`config.mk`:
```
export PLATFORM = sky130hd
export DESIGN_NAME = if_fetch
export DESIGN_NICKNAME = d
export VERILOG_FILES = /design/src/rtl/if_pkg.sv /design/src/rtl/fetch_parcel_queue.sv /design/src/rtl/if_fetch.sv
export SDC_FILE = /design/constraint.sdc
export NUM_CORES = 1
export LEC_CHECK = 0
export CAP_MARGIN = 20
export CELL_PAD_IN_SITES_DETAIL_PLACEMENT = 1
export CELL_PAD_IN_SITES_GLOBAL_PLACEMENT = 1
export CORE_AREA = 2 2 152 154
export DETAILED_ROUTE_END_ITERATION = 12
export DIE_AREA = 0 0 154 156
export PLACE_DENSITY = 0.84
export SLEW_MARGIN = 25
export SYNTH_ARGS = -nofsm -noshare
export SYNTH_HDL_FRONTEND = slang
export SYNTH_SLANG_ARGS = --single-unit
```
`constraint.sdc`:
```
create_clock -name clk -period 11.2 [get_ports clk]
set_input_delay 2.24 -clock clk [delete_from_list [all_inputs] [get_ports clk]]
set_output_delay 2.24 -clock clk [all_outputs]
set_load 0.02 [all_outputs]
```
`src/rtl/if_pkg.sv`:
```
// Shared types and helpers for the instruction-fetch front end.
package if_pkg;

  localparam int unsigned PARCEL_W = 16;
  localparam int unsigned QDEPTH   = 4;

  localparam logic [1:0] OPC_UNCOMPRESSED = 2'b11;

  typedef logic [PARCEL_W-1:0] parcel_t;

  // A parcel whose low opcode bits are not 2'b11 starts a 16-bit instruction.
  function automatic logic is_compressed(parcel_t p);
    return p[1:0] != OPC_UNCOMPRESSED;
  endfunction

endpackage

```
`src/rtl/fetch_parcel_queue.sv`:
```
// 4-entry 16-bit parcel shift queue; head at index 0.
// Ports: clk, reset (sync, active-high), flush (empties the queue),
//   pop_n (0..2 parcels removed from the head), push_n (0..2 parcels appended),
//   push_first/push_second (appended in that order), head0/head1 (first two
//   entries), count (occupancy 0..4).
module fetch_parcel_queue
  import if_pkg::*;
(
  input  logic       clk,
  input  logic       reset,
  input  logic       flush,
  input  logic [1:0] pop_n,
  input  logic [1:0] push_n,
  input  parcel_t    push_first,
  input  parcel_t    push_second,
  output parcel_t    head0,
  output parcel_t    head1,
  output logic [2:0] count
);

  parcel_t    q     [QDEPTH];
  parcel_t    q_nxt [QDEPTH];
  logic [2:0] base;
  logic [2:0] count_nxt;

  // Shift out popped parcels, then append pushes behind the survivors.
  always_comb begin
    base      = count - 3'(pop_n);
    count_nxt = base + 3'(push_n);
    for (int unsigned i = 0; i < QDEPTH; i++) begin
      q_nxt[2'(i)] = '0;
      if (i + 32'(pop_n) < QDEPTH) begin
        q_nxt[2'(i)] = q[2'(i + 32'(pop_n))];
      end
    end
    if (push_n != 2'd0 && base < 3'(QDEPTH)) begin
      q_nxt[base[1:0]] = push_first;
    end
    if (push_n == 2'd2 && base < 3'(QDEPTH - 1)) begin
      q_nxt[2'(base + 3'd1)] = push_second;
    end
  end

  always_ff @(posedge clk) begin
    if (reset) begin
      count <= '0;
      for (int unsigned i = 0; i < QDEPTH; i++) begin
        q[2'(i)] <= '0;
      end
    end else if (flush) begin
      count <= '0;
    end else begin
      count <= count_nxt;
      q     <= q_nxt;
    end
  end

  assign head0 = q[0];
  assign head1 = q[1];

  a_no_overflow: assert property (@(posedge clk) disable iff (reset) count <= 3'(QDEPTH));

endmodule

```
`src/rtl/if_fetch.sv`:
```
// RV32IC instruction fetch: issues word reads to a 1-cycle synchronous
// instruction memory, splits returned words into parcels and presents one
// aligned 16- or 32-bit instruction per handshake; restarts on redirect.
// Ports: clk, reset (sync, active-high), imem_addr/imem_dout (memory side),
//   redirect_valid/redirect_pc (restart from execute), id_ready (decode
//   accepts), if_valid/if_instr/if_pc/if_compressed (instruction to decode).
module if_fetch
  import if_pkg::*;
#(
  parameter int unsigned ADDR_WIDTH = 11,
  parameter int unsigned DATA_WIDTH = 32,
  parameter logic [31:0] RESET_PC   = 32'h0000_0000
) (
  input  logic                  clk,
  input  logic                  reset,
  output logic [ADDR_WIDTH-1:0] imem_addr,
  input  logic [DATA_WIDTH-1:0] imem_dout,
  input  logic                  redirect_valid,
  input  logic [31:0]           redirect_pc,
  input  logic                  id_ready,
  output logic                  if_valid,
  output logic [31:0]           if_instr,
  output logic [31:0]           if_pc,
  output logic                  if_compressed
);

  logic [ADDR_WIDTH-1:0] fetch_waddr;
  logic [ADDR_WIDTH-1:0] redirect_waddr;
  logic                  rsp_pending;
  logic                  drop_low;
  parcel_t               head0;
  parcel_t               head1;
  logic [2:0]            count;
  logic                  head_comp;
  logic                  fire;
  logic                  issue;
  logic [1:0]            pop_n;
  logic [1:0]            push_n;
  logic [2:0]            count_nxt;
  parcel_t               push_first;

  assign redirect_waddr = redirect_pc[ADDR_WIDTH+1:2];

  // Decode-side view depends only on queue registers; push/pop/issue control.
  always_comb begin
    head_comp     = is_compressed(head0);
    if_valid      = head_comp ? (count != 3'd0) : (count >= 3'd2);
    if_compressed = if_valid & head_comp;
    if_instr      = '0;
    if (if_valid) begin
      if_instr = head_comp ? {16'h0000, head0} : {head1, head0};
    end
    fire       = if_valid & id_ready & ~redirect_valid;
    pop_n      = fire ? (head_comp ? 2'd1 : 2'd2) : 2'd0;
    // A response in flight during a redirect belongs to the old stream.
    push_n     = (rsp_pending & ~redirect_valid) ? (drop_low ? 2'd1 : 2'd2) : 2'd0;
    push_first = drop_low ? imem_dout[2*PARCEL_W-1:PARCEL_W] : imem_dout[PARCEL_W-1:0];
    count_nxt  = count + 3'(push_n) - 3'(pop_n);
    // At most one word in flight, so issuing at <=2 keeps the queue within 4.
    issue      = count_nxt <= 3'd2;
    imem_addr  = redirect_valid ? redirect_waddr : fetch_waddr;
  end

  always_ff @(posedge clk) begin
    if (reset) begin
      rsp_pending <= 1'b0;
      fetch_waddr <= RESET_PC[ADDR_WIDTH+1:2];
      drop_low    <= RESET_PC[1];
      if_pc       <= RESET_PC;
    end else if (redirect_valid) begin
      if_pc       <= redirect_pc & ~32'd1;
      drop_low    <= redirect_pc[1];
      fetch_waddr <= redirect_waddr + ADDR_WIDTH'(1);
      rsp_pending <= 1'b1;
    end else begin
      if (fire) begin
        if_pc <= if_pc + (head_comp ? 32'd2 : 32'd4);
      end
      if (rsp_pending) begin
        drop_low <= 1'b0;
      end
      if (issue) begin
        rsp_pending <= 1'b1;
        fetch_waddr <= fetch_waddr + ADDR_WIDTH'(1);
      end else begin
        rsp_pending <= 1'b0;
      end
    end
  end

  fetch_parcel_queue u_queue (
    .clk         (clk),
    .reset       (reset),
    .flush       (redirect_valid),
    .pop_n       (pop_n),
    .push_n      (push_n),
    .push_first  (push_first),
    .push_second (imem_dout[2*PARCEL_W-1:PARCEL_W]),
    .head0       (head0),
    .head1       (head1),
    .count       (count)
  );

endmodule
```
* After elaboration in Yosys (flattened, before gate mapping) *
Index checks and enable logic that the tools add are counted.

storage, ports and cells
  register bits = 112
  bits of input ports = 68
  output and inout port bits = 77
  logic and storage cells = 102

cells by class
  add/subtract/negate cells = 11
  order comparisons = 16
  eq/ne operators = 2
  multiplexer cells = 42
  bitwise gates (word level) = 11
  reductions and logical operators = 10

operator list
  cell                                                                                  count
  16-bit 2-to-1 mux                                                                     15
  16-bit binary-select mux with 2-bit select                                            4
  64-bit bitwise mux                                                                    2
  32-bit 2-to-1 mux                                                                     4
  64-bit 2-to-1 mux                                                                     2
  32-bit by 3-bit < comparator with 1-bit output (second input constant)                3
  16-bit demux with 2-bit select                                                        2
  11-bit 2-to-1 mux                                                                     3
  32-bit by 3-bit adder with 32-bit output                                              1
  11-bit by 1-bit adder with 11-bit output (second input constant)                      2
  3-bit greater-or-equal comparator (second input constant)                             6
  2-bit inverter with 3-bit output                                                      6
  2-bit 2-to-1 mux                                                                      4
  2-bit nonzero test                                                                    4
  2-bit by 2-bit adder with 3-bit output (first input constant)                         2
  3-bit by 2-bit adder with 3-bit output                                                2
  3-bit by 1-bit < comparator with 1-bit output (second input constant)                 2
  3-bit by 2-bit subtractor with 3-bit output                                           2
  1-bit 2-to-1 mux                                                                      5
  1-bit bitwise AND                                                                     4
  1-bit logical AND                                                                     4
  1-bit by 2-bit adder with 3-bit output (first input constant)                         1
  3-bit by 2-bit greater-or-equal comparator with 1-bit output (second input constant)  1
  3-bit by 2-bit less-or-equal comparator with 1-bit output (second input constant)     1
  10 further kinds                                                                      10

* Logic depth before layout (Yosys ltp) *
  depth in word-level cells = 15
  mapped depth = 18
  gate-level depth less buffers = 14

* Cells and area by module *
Synthesis repeated with hierarchy kept, for this count alone.

unflattened totals
  cells, all modules = 934
  area total of the unflattened synthesis = 8315.5 um^2

modules (own cells, without submodules)
  module              times used  cells each  area an instance (um^2)  sequential area each (um^2)
  fetch_parcel_queue  1           543         5176.2                   1341.3
  if_fetch            1           391         3139.3                   880.8

* Worst setup path before layout *
Ideal clock, no wire load.

  kind = input-to-output
  start point = input redirect_valid
  end point = output imem_addr[1]
  data arrival time = 3.702 ns
  required time = 8.960 ns
  path slack = 5.258 ns
  cell stages on the path = 5
  buffers on the path = 4
  cells stage by stage = buf_2 > buf_1 > clkbuf_1 > buf_1 > mux2_2

on the way
  word-level cells in the longest chain between the ends = 1

RTL lines
  what                line            RTL
  start: declaration  if_fetch.sv:18  input logic redirect_valid,
  11-bit 2-to-1 mux   if_fetch.sv:61  imem_addr = redirect_valid ? redirect_waddr : fetch_waddr;
  end: declaration    if_fetch.sv:16  output logic [ADDR_WIDTH-1:0] imem_addr,

Every way passes these cells.

* Final worst setup path *
  start point = input redirect_valid
  end point = output imem_addr[8]

The elaborated chain is that of the path after synthesis.

==> impl_metrics.env <==
export IMPL_period_minus_slack_ps=6260
export IMPL_synthToLayoutAreaGrowth_pct=24.2
export IMPL_required_ps=8960
export IMPL_synthFlopType="dfxtp_1"
export IMPL_worstReg2RegEnd="u_queue.head0[7]"
export IMPL_synth_distinct_cells=59
export IMPL_firstDrtPassIters=5
export IMPL_post_cts_buffers=0
export IMPL_grt_max_degree=81
export IMPL_synth_edf_count=0
export IMPL_fin_setup_tns_ps=0
export IMPL_grt_pass1_wl_um=44500
export IMPL_h_tree_depth=3
export IMPL_place_congestion=0.833
export IMPL_yosys_area_top_type="dfxtp_1"
export IMPL_crit_reg2reg_launch="u_queue.head0[0]"
export IMPL_cts_resized=0
export IMPL_grt_overflow_total=0
export IMPL_avgSynthCellArea_sq_um=8.47
export IMPL_slew_viol_final=0
export IMPL_combPwrFrac_pct=22.3
export IMPL_cts_tree="done"
export IMPL_setup_viol=0
export IMPL_clock_skew_ps=17.4
export IMPL_max_freq_mhz=160
export IMPL_crit_type="in -> out"
export IMPL_regArea_sq_mm=0.00222
export IMPL_gr_usage_met3_pct=6.94
export IMPL_cts_root_buffer="clkbuf_16"
export IMPL_clock_sinks=111
export IMPL_multi_input_area_sq_mm=0.00506
export IMPL_max_vdd_ir_drop_uv=76.3
export IMPL_dp_cells=1275
export IMPL_n_fill_cell=2653
export IMPL_n_antenna_cell=0
export IMPL_drt_iter0_drc=678
export IMPL_routed_wirelength_um=28300
export IMPL_grtUsageTotal_pct=23.3
export IMPL_synth_top_area_share_pct=28.8
export IMPL_antenna_found_initial=0
export IMPL_drc=0
export IMPL_finalHoldViolations=0
export IMPL_die_h_um=156
export IMPL_worst_pin_slew_ps=1030
export IMPL_rows=55
export IMPL_maxCapViolations=0
export IMPL_ys_seq_area_share_pct=28.8
export IMPL_post_drt_wl_per_cell_um=21.9
export IMPL_numCtsBuffers=9
export IMPL_leakagePower_nw=3.24
export IMPL_insertion_delay_ps=370
export IMPL_fp_coreArea_sq_mm=0.0224
export IMPL_crit_fanout=65
export IMPL_internal_power_uw=681
export IMPL_startpoint="redirect_valid"
export IMPL_yosysMostFrequentCell="dfxtp_1"
export IMPL_drive_above_1_share_pct=10.1
export IMPL_rsz0062_at_grt="false"
export IMPL_globalRouteMet1Util_pct=28.3
export IMPL_p_clk_share_pct=33.9
export IMPL_p_switching_uw=326
export IMPL_holdWs_ps=485
export IMPL_syn_num_nets=990
export IMPL_p_per_area_mw_per_mm2=105
export IMPL_global_route_usage_met2_pct=39.0
export IMPL_ys_top_cells_by_count="dfxtp_1 (111), nand2_1 (103), nor2_1 (76)"
export IMPL_yosysWarnings=0
export IMPL_top_usage_layer="met2"
export IMPL_synth_area_sq_mm=0.00771
export IMPL_nets=1081
export IMPL_crit_arrival_ps=4020
export IMPL_portBuffers=142
export IMPL_num_vias=7769
export IMPL_synthCells=910
export IMPL_clockBufferDepth=2
export IMPL_grt_pass1_vias=8101
export IMPL_stdcell_count=1291
export IMPL_design_die_area_sq_mm=0.0240
export IMPL_start_util_pct=34.5
export IMPL_relSlewSlack_pct=31.5
export IMPL_dp_hpwl_um=18500
export IMPL_reg2reg_slack_ps=7060
export IMPL_min_path_type="reg -> reg"
export IMPL_viasPerCell=6.02
export IMPL_finalCritPeriodShare_pct=55.9
export IMPL_ys_ff_latch=111
export IMPL_ctsHoldBuffers=0
export IMPL_seqPwrFrac_pct=43.9
export IMPL_io_pins=145
export IMPL_status="finished clean"
export IMPL_clk_pin_slew_worst_paths_ps=80
export IMPL_r2r_cells=10
export IMPL_cp_endpoint="imem_addr[8]"
export IMPL_ant_nets=0
export IMPL_cp_start_kind="input pin"
export IMPL_holdPathStages=2
export IMPL_dieWidth_um=154
export IMPL_endpoint_kind="output port"
export IMPL_synth_area_leaders="dfxtp_1 (29%), mux4_2 (8.2%), mux2i_1 (5.6%)"
export IMPL_async_flop_share_pct=0
export IMPL_p_sw_share_pct=32.4
registers in the layout (all words and copies together) (netlist names):
name / flops
rsp_pending: 1
u_queue.head1: 16
fetch_waddr: 11
drop_low: 1
u_queue.q: 32
u_queue.count: 3
if_pc: 31
u_queue.head0: 16
kinds of logic (layout without fill, tap and decap cells):
family / count (synthesis) / after routing / share of synthesized area, %
simple gates: 307 / 307 / 19.6
compound gates: 245 / 245 / 21.8
flops: 111 / 111 / 28.8
buf+inv: 102 / 198 / 5.99
mux: 90 / 90 / 16.5
xor+xnor: 42 / 42 / 4.77
fa+ha+maj: 12 / 12 / 2.44
other cells: 1 / 1 / 0.0487
per-layer routing:
layer / up-vias / routed length, um
met1: 3820 / 11700
met2: 361 / 13300
met3: 58 / 2530
met4: 0 / 712
met5: - / 0
li1: 3530 / -
worst max-delay path, cell delays in order:
cell and delay, ps:
buf_2 70, buf_4 580, nand2_1 170, o21ai_0 250
clkdlybuf4s50_1 700
cells in the final DEF, fill, tap and decap left out, drive strengths merged, types with 7 or more instances in the layout:
cell and instances:
mux2 19, clkbuf 10, clkdlybuf4s50 140, nor3 16, or3 9, inv 27
a221oi 32, ha 7, a22oi 45, nor2 78, nor2b 26, nand2 103
buf 16, xor2 16, a211oi 18, a221o 17, and3 17, nand3 12
o21ai 81, xnor2 26, dfxtp 111, a21oi 30, mux2i 43, nor4 8
nand4 14, mux4 28
metrics by stage:
step / area (sq um) / total power, mW / setup slack [ps] / utilization, %
after global placement: 9240 / 0.665 / 4810 / 41.3
after floorplan: 7710 / 0.579 / 5260 / -
after CTS: 9560 / 1.01 / 4920 / 42.7
after detailed placement: 9250 / 0.672 / 4740 / 41.4
final: 9570 / 1.01 / 4940 / 42.8
after global routing: 9570 / 1.05 / 4760 / 42.8
area by class of cell:
cell class                      instances  area share (%)
Inverter                               26            1.07
Sequential cell                       111            23.2
Multi-Input combinational cell        697            52.9
Tap cell                              285            3.73
Clock buffer                           10            2.50
Timing Repair Buffer                  156            15.9
Clock inverter                          6           0.667
worst min path at each step:
| stage | slack [ps] | end | from |
|---|---|---|---|
| 2_1_floorplan | 450 | u_queue.q[0] | u_queue.q[0] |
| 3_3_place_gp | 470 | u_queue.q[0] | u_queue.q[0] |
| 3_5_place_dp | 480 | u_queue.q[0] | u_queue.q[0] |
| 4_1_cts | 490 | u_queue.q[0] | u_queue.q[0] |
| 5_1_grt | 550 | u_queue.q[5] | u_queue.q[5] |
| 6_report | 480 | u_queue.q[0] | u_queue.q[0] |
power groups by stage:
stage / sequential, mW / clock, mW / combinational [mW]
2_1_floorplan: 0.449 / 0 / 0.130
3_3_place_gp: 0.448 / 0 / 0.216
3_5_place_dp: 0.450 / 0 / 0.222
4_1_cts: 0.441 / 0.345 / 0.224
5_1_grt: 0.445 / 0.361 / 0.244
6_report: 0.442 / 0.341 / 0.224
Note: power is estimated with default switching activity, not from simulation.
